**config.mk**
```make
export PLATFORM = sky130hd
export DESIGN_NAME = reg_file_ras_flat
export DESIGN_NICKNAME = d
export VERILOG_FILES = /design/src/rtl/rf_pkg.sv /design/src/rtl/reg_file_ras_if.sv /design/src/rtl/reg_file_ras_stack.sv /design/src/rtl/reg_file_ras.sv /design/src/flat_wrapper.sv
export SDC_FILE = /design/constraint.sdc
export NUM_CORES = 1
export LEC_CHECK = 0
export CAP_MARGIN = 20
export CORE_UTILIZATION = 50
export DETAILED_ROUTE_END_ITERATION = 8
export PLACE_DENSITY = 0.69
export SLEW_MARGIN = 20
export SYNTH_ARGS = -nofsm -noshare
export SYNTH_HDL_FRONTEND = slang
export SYNTH_HIERARCHICAL = 1
export SYNTH_SLANG_ARGS = --single-unit
```
**constraint.sdc**
```tcl
create_clock -name clk -period 3.9 [get_ports clk]
set_clock_uncertainty 0.15 [all_clocks]
set_input_delay 0.975 -clock clk [delete_from_list [all_inputs] [get_ports clk]]
set_output_delay 0.975 -clock clk [all_outputs]
set_load 0.1 [all_outputs]
```
**src/rtl/rf_pkg.sv**
```systemverilog
// Shared types and sizing helpers for the register file / return-address stack slice.
// Latency: n/a (package only).
// Backpressure: n/a (package only).
package rf_pkg;

    localparam int DEF_DATA_W      = 32;
    localparam int DEF_NUM_REGS    = 8;
    localparam int DEF_PC_W        = 8;
    localparam int DEF_STACK_DEPTH = 8;
    localparam bit DEF_OVF_WRAP    = 1'b0;

    // Register index width; a single-register file still needs one index bit.
    function automatic int ra_w(input int num_regs);
        return (num_regs > 1) ? $clog2(num_regs) : 1;
    endfunction

    // Stack pointer width for a power-of-two depth.
    function automatic int sp_w(input int depth);
        return (depth > 1) ? $clog2(depth) : 1;
    endfunction

    // Encoding matches {push, pop} so the request bits cast directly.
    typedef enum logic [1:0] {
        RAS_NONE = 2'b00,
        RAS_POP  = 2'b01,
        RAS_PUSH = 2'b10,
        RAS_SWAP = 2'b11
    } ras_op_e;

endpackage

```
**src/rtl/reg_file_ras_if.sv**
```systemverilog
// ID-stage bus for reg_file_ras: WB write, two operand reads, call/return stack requests and status.
// Latency: n/a (wires only); all DUT outputs on this bus are registered.
// Backpressure: none; every request is accepted on the edge it is presented.
// Ports: master drives WB_regwrite/ws/wd/rs1/rs2/ID_push/ID_pop/stack_pc; slave drives
//        ID_rd1/ID_rd2/pop_data/pop_valid/ras_full/ras_empty/ras_ovf/ras_udf.
interface reg_file_ras_if
    import rf_pkg::*;
#(
    parameter int DATA_W   = DEF_DATA_W,
    parameter int NUM_REGS = DEF_NUM_REGS,
    parameter int PC_W     = DEF_PC_W
);
    localparam int RA_W = ra_w(NUM_REGS);

    logic              WB_regwrite;
    logic [RA_W-1:0]   ws;
    logic [DATA_W-1:0] wd;
    logic [RA_W-1:0]   rs1;
    logic [RA_W-1:0]   rs2;
    logic              ID_push;
    logic              ID_pop;
    logic [PC_W-1:0]   stack_pc;
    logic [DATA_W-1:0] ID_rd1;
    logic [DATA_W-1:0] ID_rd2;
    logic [PC_W-1:0]   pop_data;
    logic              pop_valid;
    logic              ras_full;
    logic              ras_empty;
    logic              ras_ovf;
    logic              ras_udf;

    modport master (
        output WB_regwrite, ws, wd, rs1, rs2, ID_push, ID_pop, stack_pc,
        input  ID_rd1, ID_rd2, pop_data, pop_valid, ras_full, ras_empty, ras_ovf, ras_udf
    );

    modport slave (
        input  WB_regwrite, ws, wd, rs1, rs2, ID_push, ID_pop, stack_pc,
        output ID_rd1, ID_rd2, pop_data, pop_valid, ras_full, ras_empty, ras_ovf, ras_udf
    );

endinterface

```
**src/rtl/reg_file_ras_stack.sv**
```systemverilog
// Hardware return-address stack: push PC+1 on call, pop on return, swap when both arrive together.
// Latency: 1 cycle from request to pop_data/pop_valid and to updated full/empty/ovf/udf.
// Backpressure: none; full pushes are dropped or overwrite the oldest entry, empty pops flag underflow.
// Ports: clk, reset_n; i_push/i_pop/i_pc requests; o_pop_data/o_pop_valid result; status flags.
module ras_stack
    import rf_pkg::*;
#(
    parameter int PC_W        = DEF_PC_W,
    parameter int STACK_DEPTH = DEF_STACK_DEPTH,
    parameter bit OVF_WRAP    = DEF_OVF_WRAP
) (
    input  logic            clk,
    input  logic            reset_n,
    input  logic            i_push,
    input  logic            i_pop,
    input  logic [PC_W-1:0] i_pc,
    output logic [PC_W-1:0] o_pop_data,
    output logic            o_pop_valid,
    output logic            o_full,
    output logic            o_empty,
    output logic            o_ovf,
    output logic            o_udf
);
    localparam int                SP_W     = sp_w(STACK_DEPTH);
    localparam int                CNT_W    = SP_W + 1;
    localparam logic [CNT_W-1:0]  FULL_CNT = CNT_W'(STACK_DEPTH);

    logic [PC_W-1:0]  r_mem [STACK_DEPTH];
    logic [SP_W-1:0]  r_tp;
    logic [CNT_W-1:0] r_cnt;
    logic [PC_W-1:0]  r_pop_dat;
    logic             r_pop_vld, r_full, r_empty, r_ovf, r_udf;

    ras_op_e          w_op;
    logic [PC_W-1:0]  w_ret_pc;
    logic             w_full, w_empty;
    logic [SP_W-1:0]  w_tp_nxt, w_wr_idx;
    logic [CNT_W-1:0] w_cnt_nxt;
    logic [PC_W-1:0]  w_pop_dat_nxt;
    logic             w_wr_en, w_pop_vld_nxt, w_set_ovf, w_set_udf;

    assign w_op     = ras_op_e'({i_push, i_pop});
    assign w_ret_pc = i_pc + 1'b1;
    assign w_full   = (r_cnt == FULL_CNT);
    assign w_empty  = (r_cnt == '0);

    always_comb begin
        w_tp_nxt      = r_tp;
        w_cnt_nxt     = r_cnt;
        w_wr_en       = 1'b0;
        w_wr_idx      = r_tp + 1'b1;
        w_pop_dat_nxt = r_pop_dat;
        w_pop_vld_nxt = 1'b0;
        w_set_ovf     = 1'b0;
        w_set_udf     = 1'b0;
        case (w_op)
            RAS_NONE: begin
            end
            RAS_PUSH: begin
                if (!w_full) begin
                    w_wr_en   = 1'b1;
                    w_tp_nxt  = r_tp + 1'b1;
                    w_cnt_nxt = r_cnt + 1'b1;
                end else begin
                    w_set_ovf = 1'b1;
                    // When full, tp+1 aliases the oldest slot, so wrapping overwrites it.
                    if (OVF_WRAP) begin
                        w_wr_en  = 1'b1;
                        w_tp_nxt = r_tp + 1'b1;
                    end
                end
            end
            RAS_POP: begin
                if (!w_empty) begin
                    w_pop_dat_nxt = r_mem[r_tp];
                    w_pop_vld_nxt = 1'b1;
                    w_tp_nxt      = r_tp - 1'b1;
                    w_cnt_nxt     = r_cnt - 1'b1;
                end else begin
                    w_pop_dat_nxt = '0;
                    w_set_udf     = 1'b1;
                end
            end
            RAS_SWAP: begin
                // Return and call in one cycle: hand back the old top, replace it in place.
                // With nothing stacked the new return address bypasses straight out.
                w_pop_vld_nxt = 1'b1;
                if (!w_empty) begin
                    w_pop_dat_nxt = r_mem[r_tp];
                    w_wr_en       = 1'b1;
                    w_wr_idx      = r_tp;
                end else begin
                    w_pop_dat_nxt = w_ret_pc;
                end
            end
        endcase
    end

    always_ff @(posedge clk or negedge reset_n) begin
        if (!reset_n) begin
            for (int i = 0; i < STACK_DEPTH; i++) r_mem[i] <= '0;
            r_tp      <= '0;
            r_cnt     <= '0;
            r_pop_dat <= '0;
            r_pop_vld <= 1'b0;
            r_full    <= 1'b0;
            r_empty   <= 1'b1;
            r_ovf     <= 1'b0;
            r_udf     <= 1'b0;
        end else begin
            if (w_wr_en) r_mem[w_wr_idx] <= w_ret_pc;
            r_tp      <= w_tp_nxt;
            r_cnt     <= w_cnt_nxt;
            r_pop_dat <= w_pop_dat_nxt;
            r_pop_vld <= w_pop_vld_nxt;
            r_full    <= (w_cnt_nxt == FULL_CNT);
            r_empty   <= (w_cnt_nxt == '0);
            r_ovf     <= r_ovf | w_set_ovf;
            r_udf     <= r_udf | w_set_udf;
        end
    end

    assign o_pop_data  = r_pop_dat;
    assign o_pop_valid = r_pop_vld;
    assign o_full      = r_full;
    assign o_empty     = r_empty;
    assign o_ovf       = r_ovf;
    assign o_udf       = r_udf;

endmodule

```
**src/rtl/reg_file_ras.sv**
```systemverilog
// ID-stage register file (2 read / 1 write, WB-to-ID forwarding) plus a separate return-address stack.
// Latency: 1 cycle for operand reads and for stack pops; all outputs registered.
// Backpressure: none; writes, reads and stack requests are all accepted every cycle.
// Ports: clk, reset_n (async active-low); bus (reg_file_ras_if.slave) carries all requests and results.
module reg_file_ras
    import rf_pkg::*;
#(
    parameter int DATA_W      = DEF_DATA_W,
    parameter int NUM_REGS    = DEF_NUM_REGS,
    parameter int PC_W        = DEF_PC_W,
    parameter int STACK_DEPTH = DEF_STACK_DEPTH,
    parameter bit OVF_WRAP    = DEF_OVF_WRAP
) (
    input  logic          clk,
    input  logic          reset_n,
    reg_file_ras_if.slave bus
);
    logic [DATA_W-1:0] r_regs [NUM_REGS];
    logic [DATA_W-1:0] r_rd1, r_rd2;
    logic [DATA_W-1:0] w_rd1, w_rd2;

    // Write-through: a same-cycle WB to the register being read wins over the array.
    always_comb begin
        w_rd1 = r_regs[bus.rs1];
        w_rd2 = r_regs[bus.rs2];
        if (bus.WB_regwrite && (bus.ws == bus.rs1)) w_rd1 = bus.wd;
        if (bus.WB_regwrite && (bus.ws == bus.rs2)) w_rd2 = bus.wd;
    end

    always_ff @(posedge clk or negedge reset_n) begin
        if (!reset_n) begin
            for (int i = 0; i < NUM_REGS; i++) r_regs[i] <= '0;
            r_rd1 <= '0;
            r_rd2 <= '0;
        end else begin
            if (bus.WB_regwrite) r_regs[bus.ws] <= bus.wd;
            r_rd1 <= w_rd1;
            r_rd2 <= w_rd2;
        end
    end

    assign bus.ID_rd1 = r_rd1;
    assign bus.ID_rd2 = r_rd2;

    ras_stack #(
        .PC_W        (PC_W),
        .STACK_DEPTH (STACK_DEPTH),
        .OVF_WRAP    (OVF_WRAP)
    ) u_ras (
        .clk         (clk),
        .reset_n     (reset_n),
        .i_push      (bus.ID_push),
        .i_pop       (bus.ID_pop),
        .i_pc        (bus.stack_pc),
        .o_pop_data  (bus.pop_data),
        .o_pop_valid (bus.pop_valid),
        .o_full      (bus.ras_full),
        .o_empty     (bus.ras_empty),
        .o_ovf       (bus.ras_ovf),
        .o_udf       (bus.ras_udf)
    );

endmodule
```
**src/flat_wrapper.sv**
```systemverilog
// flat-port wrapper written by rule: the top's interface ports become plain ports
module reg_file_ras_flat import rf_pkg::*;
#(
    parameter int DATA_W      = DEF_DATA_W,
    parameter int NUM_REGS    = DEF_NUM_REGS,
    parameter int PC_W        = DEF_PC_W,
    parameter int STACK_DEPTH = DEF_STACK_DEPTH,
    parameter bit OVF_WRAP    = DEF_OVF_WRAP
)
  (clk, reset_n, bus_WB_regwrite, bus_ws, bus_wd, bus_rs1, bus_rs2, bus_ID_push, bus_ID_pop, bus_stack_pc, bus_ID_rd1, bus_ID_rd2, bus_pop_data, bus_pop_valid, bus_ras_full, bus_ras_empty, bus_ras_ovf, bus_ras_udf);
  reg_file_ras_if #(.DATA_W(DATA_W), .NUM_REGS(NUM_REGS), .PC_W(PC_W)) bus_i ();
  input  logic clk;
  input  logic reset_n;
  input wire logic [$bits(bus_i.WB_regwrite)-1:0] bus_WB_regwrite;
  input wire logic [$bits(bus_i.ws)-1:0] bus_ws;
  input wire logic [$bits(bus_i.wd)-1:0] bus_wd;
  input wire logic [$bits(bus_i.rs1)-1:0] bus_rs1;
  input wire logic [$bits(bus_i.rs2)-1:0] bus_rs2;
  input wire logic [$bits(bus_i.ID_push)-1:0] bus_ID_push;
  input wire logic [$bits(bus_i.ID_pop)-1:0] bus_ID_pop;
  input wire logic [$bits(bus_i.stack_pc)-1:0] bus_stack_pc;
  output wire logic [$bits(bus_i.ID_rd1)-1:0] bus_ID_rd1;
  output wire logic [$bits(bus_i.ID_rd2)-1:0] bus_ID_rd2;
  output wire logic [$bits(bus_i.pop_data)-1:0] bus_pop_data;
  output wire logic [$bits(bus_i.pop_valid)-1:0] bus_pop_valid;
  output wire logic [$bits(bus_i.ras_full)-1:0] bus_ras_full;
  output wire logic [$bits(bus_i.ras_empty)-1:0] bus_ras_empty;
  output wire logic [$bits(bus_i.ras_ovf)-1:0] bus_ras_ovf;
  output wire logic [$bits(bus_i.ras_udf)-1:0] bus_ras_udf;
  assign bus_i.WB_regwrite = bus_WB_regwrite;
  assign bus_i.ws = bus_ws;
  assign bus_i.wd = bus_wd;
  assign bus_i.rs1 = bus_rs1;
  assign bus_i.rs2 = bus_rs2;
  assign bus_i.ID_push = bus_ID_push;
  assign bus_i.ID_pop = bus_ID_pop;
  assign bus_i.stack_pc = bus_stack_pc;
  assign bus_ID_rd1 = bus_i.ID_rd1;
  assign bus_ID_rd2 = bus_i.ID_rd2;
  assign bus_pop_data = bus_i.pop_data;
  assign bus_pop_valid = bus_i.pop_valid;
  assign bus_ras_full = bus_i.ras_full;
  assign bus_ras_empty = bus_i.ras_empty;
  assign bus_ras_ovf = bus_i.ras_ovf;
  assign bus_ras_udf = bus_i.ras_udf;
  reg_file_ras #(.DATA_W(DATA_W), .NUM_REGS(NUM_REGS), .PC_W(PC_W), .STACK_DEPTH(STACK_DEPTH), .OVF_WRAP(OVF_WRAP)) u_core (.clk(clk), .reset_n(reset_n), .bus(bus_i));
endmodule
```
==> impl_metrics.toml, run 1 <==
[timing]
tightest_slew_ns = 1.04
setup_tns_ns = 0
hold_violations = 0
min_period_over_period = 0.836
fmax_mhz = 307
finalCriticalPeriod_ns = 3.26
grt_setup_unrepaired = "false"
relSlewSlack = 0.291
setup_viol = 0
slew_viol_final = 0

[yosys]
synth_nets = 1408
yosysSeqAreaShare = 0.489
netlist_instances = 1346
async_flop_share = 1.00
ys_warn_count = 6
syn_area_um2 = 20700
ys_types = 64
avgSynthCellArea_um2 = 15.4
yosys_register_bits = 404
ys.flop_type = "dfrtp_1"
synth_edf_count = 0

[setup_path]
cp_slowest_cell = "clkdlybuf4s50_1"
cpPeakStageDelay_ns = 1.16
worstSetupPathType = "flip-flop to primary output"
path_cells = "clkdlybuf4s50_1"
worstPathArrival_ns = 2.14
reg2reg_setup_slack_ns = 0.79
reg2reg_depth = 7
cp.required_ns = 2.77
r2r-start = "u_core/u_ras/r_cnt[0]$_DFF_PN0_"
end_kind = "primary output"
path_delay_family = "buffers and inverters"
crit_buf_inv = 1
critPathLaunchType = "flip-flop"
crit_fanout = 1
crit_cells = 1
reg2reg_to = "u_core/u_ras/r_mem[33]$_DFFE_PN0P_"

[detailed_routing]
drt_iter0_markers = 711
vias_per_cell = 6.11
dr.pass1.iters = 4
postRouteAntennaNets = 0
routed_wl_um = 48400
wl_per_cell_um = 24.1
via_count = 12300
drc_errors = 0

[clock_network]
post_cts.repair.setup_buffers = 0
clock_path_buffers = 3
cts_hold_buf = 0
clkLatencyLatePin_ns = 0.58
cts_num_sinks = 404
clk_pin_slew_ns = 0.06
cts_resized = 0
cts_tree = "yes"
cts_made_buffers = 44
cts_max_level = 2
cts_root_buf = "clkbuf_16"

[final_layout]
ff_latch_area_um2 = 10100
final_nets = 1505
final_common_cell = "dfrtp_1"
area_growth_pct = 16.1
final_area_um2 = 24000
fill_cells = 3146
drive_above_1_share = 0.322
antennaDiodeCount = 0
final_cell_mix = "dfrtp_1, mux2_2, mux2_1"
multi_input_comb_area_um2 = 9890

[global_routing]
grt_max_degree = 84
grt_pass1_wl_um = 76000
grt_pass1_vias = 12800
track_usage = 0.237
grt-ovfl-total = 0
grt_antenna_before_repair = 0

[floorplanning]
core_um2 = 40800
io_pins = 131
start_util = 0.507
rows = 74
die_h_um = 205
die-area_um2 = 42200
die_x_um = 205

[place]
placed_cell_area_um2 = 22500
io_buffers = 130
gp_congestion = 0.798
dpl.hpwl_um = 28400

[status]
status = "finished clean"

[worst_hold_path]
hold_path.class = "input pin to async pin"

[job]
maxCapViolCount = 0

[pwr]
leakagePower_nw = 10.1
p_per_area_nw_per_um2 = 710
peakVddDrop_mv = 0.401
[per-layer routing]
metal / vias up / global-route usage / routed length [um]
met5: - / 0 / 0
met4: 0 / 0.0648 / 938
met3: 68 / 0.0429 / 2160
met2: 278 / 0.382 / 23400
met1: 6553 / 0.332 / 21900
li1: 5370 / - / -
[through the flow]
step,instances,util,power [W],hold WS [ns],worst slack [ns]
CTS,2008,0.588,0.0172,0.225,0.619
floorplan,1346,-,0.0111,0.302,0.874
finish,2008,0.588,0.0171,0.214,0.640
detailed placement,1929,0.552,0.0128,0.299,0.314
global route,2008,0.588,0.0178,0.248,0.602
global placement,1929,0.552,0.0127,0.291,0.395
[cells in the mapped netlist, types with 9 or more instances]
cell type	count	area [um^2]
nor2b_1	16	100
mux4_2	73	1640
mux4_1	56	1470
o21ai_0	12	60.1
dfrtp_1	403	10100
mux2_1	166	1870
clkbuf_1	41	154
nand2_1	26	97.6
mux2_4	31	465
buf_2	25	125
buf_1	41	154
inv_1	9	33.8
xnor2_1	9	78.8
o22a_1	44	385
mux2_2	220	2480
a21oi_1	16	80.1
[power breakdown]
part	switching [W]	internal [W]
sequential	0.000740	0.00541
clock	0.00170	0.00257
combinational	0.00394	0.00270
total	0.00637	0.0107
[how the worst max path moves through the flow]
| stage | startpoint | end | slack [ns] |
|---|---|---|---|
| finish | u_core/bus.ID_rd1[21]$_DFF_PN0_ | bus_ID_rd1[21] | 0.64 |
| global placement | bus_ID_pop | u_core/u_ras/r_mem[52]$_DFFE_PN0P_ | 0.40 |
| global route | u_core/bus.ID_rd1[21]$_DFF_PN0_ | bus_ID_rd1[21] | 0.60 |
| floorplan | bus_ID_push | u_core/u_ras/r_mem[33]$_DFFE_PN0P_ | 0.87 |
| detailed placement | bus_ID_push | u_core/u_ras/r_mem[51]$_DFFE_PN0P_ | 0.31 |
| CTS | u_core/bus.ID_rd1[21]$_DFF_PN0_ | bus_ID_rd1[21] | 0.62 |
[registers in the layout, indices dropped and copies added, names as in the netlist]
name,flops
u_core/u_ras/o_pop_data,8
u_core/u_ras/r_mem,64
u_core/u_ras/o_pop_valid,1
u_core/u_ras/o_full,1
u_core/u_ras/o_empty,1
u_core/bus.ID_rd1,32
u_core/u_ras/r_tp,3
u_core/bus.ID_rd2,32
u_core/u_ras/r_cnt,4
u_core/u_ras/o_udf,1
u_core/r_regs,256
u_core/u_ras/o_ovf,1
[layout make-up]
cell class / instances / share of cell area
well taps: 532 / 0.0277
clock buffers: 60 / 0.0518
inverters: 9 / 0.00141
multi-input cells: 808 / 0.412
flip-flops and latches: 404 / 0.421
clock inverters: 19 / 0.0101
repair buffers: 176 / 0.0767
[logic make-up (layout without fill, tap and decap cells)]
family	after synthesis	count (layout)	synth area share
fa+ha+maj	8	8	0.00484
buf+inv	134	264	0.0350
mux	549	549	0.385
flops	404	404	0.489
simple gates	113	113	0.0331
compound gates	121	121	0.0449
xor+xnor	17	17	0.00901
Power figures use the tool's default switching activity.
==> run 2: changes to the inputs <==
clock period = 3.11 ns   (was 3.9 ns; I/O delays follow)
==> run 2 against run 1 <==
Sequential power up 26%. Setup slack got worse by 0.37 ns. Total power grew 25%. Via count rose by 1.6%. Combinational power up 27%.
==> impl_metrics.toml, run 2 (synthesized netlist as in run 1, its figures left out) <==
[status]
status = "finished clean"

[detailed_routing]
wl_per_cell_um = 24.0
postRouteAntennaNets = 0
drt_iter0_markers = 838
routed_wl_um = 49200
via_count = 12500
dr.pass1.iters = 4
drc_errors = 0
vias_per_cell = 6.09

[global_routing]
grt-ovfl-total = 0
grt_antenna_before_repair = 1
grt_pass1_vias = 13000
grt_pass1_wl_um = 77000
grt_max_degree = 84
track_usage = 0.242

[pwr]
switching_share = 0.378
power.share.sequential = 0.362
clkPwrFrac = 0.242
leakagePower_nw = 10.3
internal_power_w = 0.0133
p_per_area_nw_per_um2 = 882
combPwrFrac = 0.395
switchingPower_w = 0.00805
peakVddDrop_mv = 0.516

[final_layout]
layout.cells.non_filler = 2046
top_register = "u_core/r_regs"
fill_cells = 3125
largest_registers = "u_core/r_regs x256, u_core/u_ras/r_mem x64"
final_util = 0.592
drive_above_1_share = 0.386
final_cell_mix = "dfrtp_1, mux2_2, mux2_1"
area_growth_pct = 16.7
largest_reg_flops = 256
final_area_um2 = 24200
final_common_cell = "dfrtp_1"
final_nets = 1543

[clock_network]
post_cts.repair.setup_buffers = 0
cts_tree = "yes"
clkLatencyLatePin_ns = 0.58
cts_resized = 0
cts_root_buf = "clkbuf_16"
cts_max_level = 2
clock_path_buffers = 3
cts_made_buffers = 45
clk_pin_slew_ns = 0.06
cts_hold_buf = 0
cts_num_sinks = 404

[setup_path]
worstSetupPathType = "input pin to flip-flop"
end_kind = "flip-flop"
critPathLaunchType = "input pin"
worstPathArrival_ns = 3.14
cp.required_ns = 3.41
crit_fanout = 6

[floorplanning]
die_h_um = 205
die_x_um = 205
start_util = 0.507
core_um2 = 40800
io_pins = 131
rows = 74
die-area_um2 = 42200

[timing]
finalCriticalPeriod_ns = 2.84
setup_viol = 0
slew_viol_final = 0
min_period_over_period = 0.913
setup_tns_ns = 0
hold_violations = 0
fmax_mhz = 352
tightest_slew_ns = 0.931
relSlewSlack = 0.378
grt_setup_unrepaired = "false"

[place]
dp_cells = 1966
io_buffers = 130
dpl.hpwl_um = 30600
gp_congestion = 0.858
placed_cell_area_um2 = 22700

[job]
maxCapViolCount = 0

[worst_hold_path]
hold_path.class = "input pin to async pin"
==> run 2: cell count changes in the layout (fill, tap and decap cells not counted), sizes merged <==
cell	delta
buf	+110
bufinv	-3
clkbuf	+4
clkdlybuf4s50	-73
clkinv	-1
clkinvlp	-1
diode	+1
inv	+1
==> run 2: layout make-up <==
cell class              instances  area [um^2]  area share
flip-flops and latches        404        10100       0.419
multi-input cells             808         9890       0.409
repair buffers                213         2020      0.0838
clock buffers                  64         1280      0.0529
well taps                     532          666      0.0276
clock inverters                15          156     0.00647
inverters                       9         33.8     0.00140
diodes                          1         2.50    0.000104
==> run 2: worst max-delay path, stage by stage <==
cell and delay [ns]:
clkdlybuf4s50_1 0.51, inv_1 0.05, ha_1 0.21, nor2b_1 0.16, o211a_1 0.24, nor3_1 0.63
nor3_2 0.16, buf_4 0.20, o22a_1 0.19
==> run 2: power groups by stage <==
stage	Sequential, W	Clock (W)	Combinational, W
2_1_floorplan	0.00983	0	0.00407
3_3_place_gp	0.00770	0	0.00828
3_5_place_dp	0.00779	0	0.00840
4_1_cts	0.00771	0.00530	0.00844
5_1_grt	0.00791	0.00552	0.00889
6_report	0.00772	0.00517	0.00842
==> run 2: through the flow <==
step	total power [W]	hold slack, ns	setup slack [ns]
floorplan	0.0139	0.302	0.281
global placement	0.0160	0.297	-0.215
detailed placement	0.0162	0.303	-0.292
CTS	0.0214	0.00731	0.294
global route	0.0223	0.0281	0.145
finish	0.0213	0.00443	0.271
==> run 2: worst paths after layout <==
| path | startpoint | endpoint | slack, ns | cells past startpoint |
|---|---|---|---|---|
| setup / recovery | bus_ID_pop | u_core/u_ras/r_mem[48]$_DFFE_PN0P_ | 0.27 | 9 |
| hold / removal | reset_n | u_core/bus.ID_rd2[26]$_DFF_PN0_ | 0.004 | 1 |
| setup reg to reg | u_core/u_ras/r_tp[0]$_DFFE_PN0P_ | u_core/u_ras/r_mem[10]$_DFFE_PN0P_ | 0.30 | 8 |
| hold reg to reg | u_core/u_ras/o_udf$_DFF_PN0_ | u_core/u_ras/o_udf$_DFF_PN0_ | 0.32 | 1 |
| max in group asynchronous | reset_n | u_core/u_ras/o_empty$_DFF_PN1_ | 1.95 | 2 |
| min in group clk | u_core/u_ras/o_udf$_DFF_PN0_ | u_core/u_ras/o_udf$_DFF_PN0_ | 0.32 | 1 |
==> run 2: per-layer routing <==
| layer | wire length, um | share of wire | vias to the layer above | GRT usage |
|---|---|---|---|---|
| li1 | - | - | 5451 | - |
| met1 | 22600 | 0.46 | 6641 | 0.351 |
| met2 | 23300 | 0.47 | 305 | 0.382 |
| met3 | 2350 | 0.048 | 71 | 0.0380 |
| met4 | 935 | 0.019 | 0 | 0.0598 |
| met5 | 0 | 0 | - | 0 |
==> run 3: changes to the inputs <==
SLEW_MARGIN = default   (was 20)
SYNTH_HIERARCHICAL = default   (was 1)
==> run 3 against run 2 <==
Cell count grew 4.1%. Critical endpoint is now u_core.u_ras.r_mem[46]$_DFFE_PN0P_. Highest routed layer is now met5. Sequential power grew 0.6%. Via count grew 2.5%. First-iteration DRC count shrank 23%. Global-route usage shrank 0.096 points. Area after synthesis shrank 2.2%. Fmax grew 8.0%.
==> impl_metrics.toml, run 3 <==
[yosys]
yosysSeqAreaShare = 0.500
synth_nets = 1499
synth_area_leaders = "dfrtp_1, mux2_2, mux4_2, mux2i_1, a21oi_1"
async_flop_share = 1.00
synthXorXnorAreaFrac = 0.00649
synth_edf_count = 0
ys_types = 74
syn_area_um2 = 20200
synth_mux_area_frac = 0.339
synth_fa_ha_area_frac = 0.00495
synth_top_family_by_area = "multiplexers"
avgSynthCellArea_um2 = 14.1
yosysTopAreaCell = "dfrtp_1"
ys.flop_type = "dfrtp_1"
synthTopCellsByCount = "dfrtp_1, mux2_2, mux4_2, a21oi_1, nor2_1"
synth_compound_area_frac = 0.0668
netlist_instances = 1437
yosys_register_bits = 404
ys_warn_count = 0
synth_top_area_frac = 0.498
synthSimpleGateAreaFrac = 0.0509
yosysMostFrequentCell = "dfrtp_1"

[floorplanning]
io_pins = 131
die_h_um = 203
start_util = 0.508
die_x_um = 203
core_um2 = 39800
rows = 73
die-area_um2 = 41300

[final_layout]
drive_above_1_share = 0.435
final_util = 0.601
largest_registers = "u_core.r_regs x256, u_core.u_ras.r_mem x64"
top_register = "u_core.r_regs"
final_common_cell = "dfrtp_1"
layout.cells.non_filler = 2129
final_cell_mix = "dfrtp_1, mux2_2, buf_4"
largest_reg_flops = 256
area_growth_pct = 18.2
antennaDiodeCount = 0
final_nets = 1631

[setup_path]
worstPathArrival_ns = 2.90
cp_slowest_cell = "a211oi_4"
end_kind = "flip-flop"
cpPeakStageDelay_ns = 0.47
worstSetupPathType = "input pin to flip-flop"
critPathLaunchType = "input pin"
cp.required_ns = 3.38
crit_buf_inv = 4
cp_common_cell = "buf_4"
path_delay_family = "buffers and inverters"
crit_fanout = 10
path_cells = "clkdlybuf4s50_1 > buf_4 > inv_1 > ha_1 > nand2b_1 > a211oi_4 > o2111ai_2 > buf_4 > nand2_1 > o21ai_1"

[clock_network]
clk_pin_slew_ns = 0.07
cts_max_level = 2
cts_num_sinks = 404
clkLatencyLatePin_ns = 0.57
cts_hold_buf = 0
cts_resized = 0
cts_root_buf = "clkbuf_16"
post_cts.repair.setup_buffers = 0
cts_tree = "yes"
cts_made_buffers = 45
clock_path_buffers = 3

[pwr]
clkPwrFrac = 0.250
internal_power_w = 0.0135
p_per_area_nw_per_um2 = 916
fin_total_pwr_w = 0.0219
switching_share = 0.383
peakVddDrop_mv = 0.654
switchingPower_w = 0.00838
leakagePower_nw = 10.2
combPwrFrac = 0.395
power.share.sequential = 0.355

[detailed_routing]
postRouteAntennaNets = 0
via_count = 12800
drt_iter0_markers = 648
dr.pass1.iters = 5
wl_per_cell_um = 22.5
routed_wl_um = 48000
vias_per_cell = 6.00
drc_errors = 0

[global_routing]
use_met1 = 0.333
use_met3 = 0.0358
top_usage_layer = "met2"
grt_antenna_before_repair = 2
grt_max_degree = 80
track_usage = 0.241
met2_usage = 0.394
grt_pass1_wl_um = 76600
grt_pass1_vias = 13300
grt-ovfl-total = 0

[place]
dp_cells = 2047
io_buffers = 130
gp_congestion = 0.850
dpl.hpwl_um = 31000

[timing]
grt_setup_unrepaired = "false"
relSlewSlack = 0.499
finalCriticalPeriod_ns = 2.63
min_period_over_period = 0.845
hold_violations = 0
tightest_slew_ns = 0.751
setup_viol = 0
slew_viol_final = 0
timing.hold.ws_ns = 0.0904
setup_tns_ns = 0
fmax_mhz = 381

[job]
maxCapViolCount = 0

[worst_hold_path]
hold_path.class = "input pin to async pin"

[status]
status = "finished clean"
==> run 3: cell count changes after synthesis, moves of 8 or more <==
cell	change
a21oi_1	+64
buf_12	-8
buf_2	+10
mux2_1	-161
mux2_2	+54
mux2_4	-29
mux2i_1	+70
mux4_1	-56
mux4_2	+58
nand2_1	+13
nor2_1	+66
o21ai_1	+9
o22a_1	-11
==> run 3: power by group through the flow <==
stage	Combinational, W	Clock [W]	Sequential (W)
after floorplan	0.00450	0	0.00981
after global placement	0.00851	0	0.00777
after detailed placement	0.00865	0	0.00784
after CTS	0.00869	0.00559	0.00776
after global routing	0.00915	0.00579	0.00797
final	0.00865	0.00548	0.00777
==> run 3: worst paths after layout <==
path	start	end	slack (ns)	cells after the start
max in group asynchronous	reset_n	u_core.r_regs[112]$_DFFE_PN0P_	1.93	2
min in group clk	u_core.u_ras.r_mem[59]$_DFFE_PN0P_	u_core.u_ras.r_mem[59]$_DFFE_PN0P_	0.33	2
worst max-delay path	bus_ID_pop	u_core.u_ras.r_mem[46]$_DFFE_PN0P_	0.48	10
worst min register to register	u_core.u_ras.r_mem[59]$_DFFE_PN0P_	u_core.u_ras.r_mem[59]$_DFFE_PN0P_	0.33	2
worst min-delay path	reset_n	u_core.u_ras.r_mem[17]$_DFFE_PN0P_	0.09	1
worst max register to register	u_core.u_ras.r_cnt[0]$_DFF_PN0_	u_core.u_ras.o_pop_data[3]$_DFFE_PN0P_	0.53	7
==> run 3: kinds of logic after synthesis <==
family | after synthesis
mux | 485
flops | 404
compound gates | 190
simple gates | 186
buf+inv | 149
xor+xnor | 15
fa+ha+maj | 8
==> run 3: metal layers <==
layer | vias to the layer above | part of all wire
met5 | - | 0.00056
met4 | 4 | 0.025
met3 | 87 | 0.041
met2 | 280 | 0.49
met1 | 6765 | 0.44
li1 | 5641 | -
==> run 3: metrics by stage <==
| stage | setup slack, ns | cell area, um^2 |
|---|---|---|
| 4_1_cts | 0.494 | 23900 |
| 3_3_place_gp | -0.00324 | 22400 |
| 3_5_place_dp | -0.0479 | 22400 |
| 6_report | 0.482 | 23900 |
| 2_1_floorplan | 0.363 | 20200 |
| 5_1_grt | 0.367 | 23900 |
==> run 3: worst reg2reg max path, cell delays in order, from the launching register on <==
cell	delay, ns
dfrtp_1	0.50
inv_1	0.08
ha_1	0.34
nor3b_4	0.24
buf_4	0.23
nor4_1	0.67
nand2_1	0.12
a21oi_1	0.17
==> run 3: layout make-up <==
type,instances,area [um^2]
fillers,3148,15900
clock inverters,22,221
inverters,16,60.1
well taps,525,657
flip-flops and latches,404,10100
repair buffers,218,2060
multi-input cells,884,9490
clock buffers,60,1320
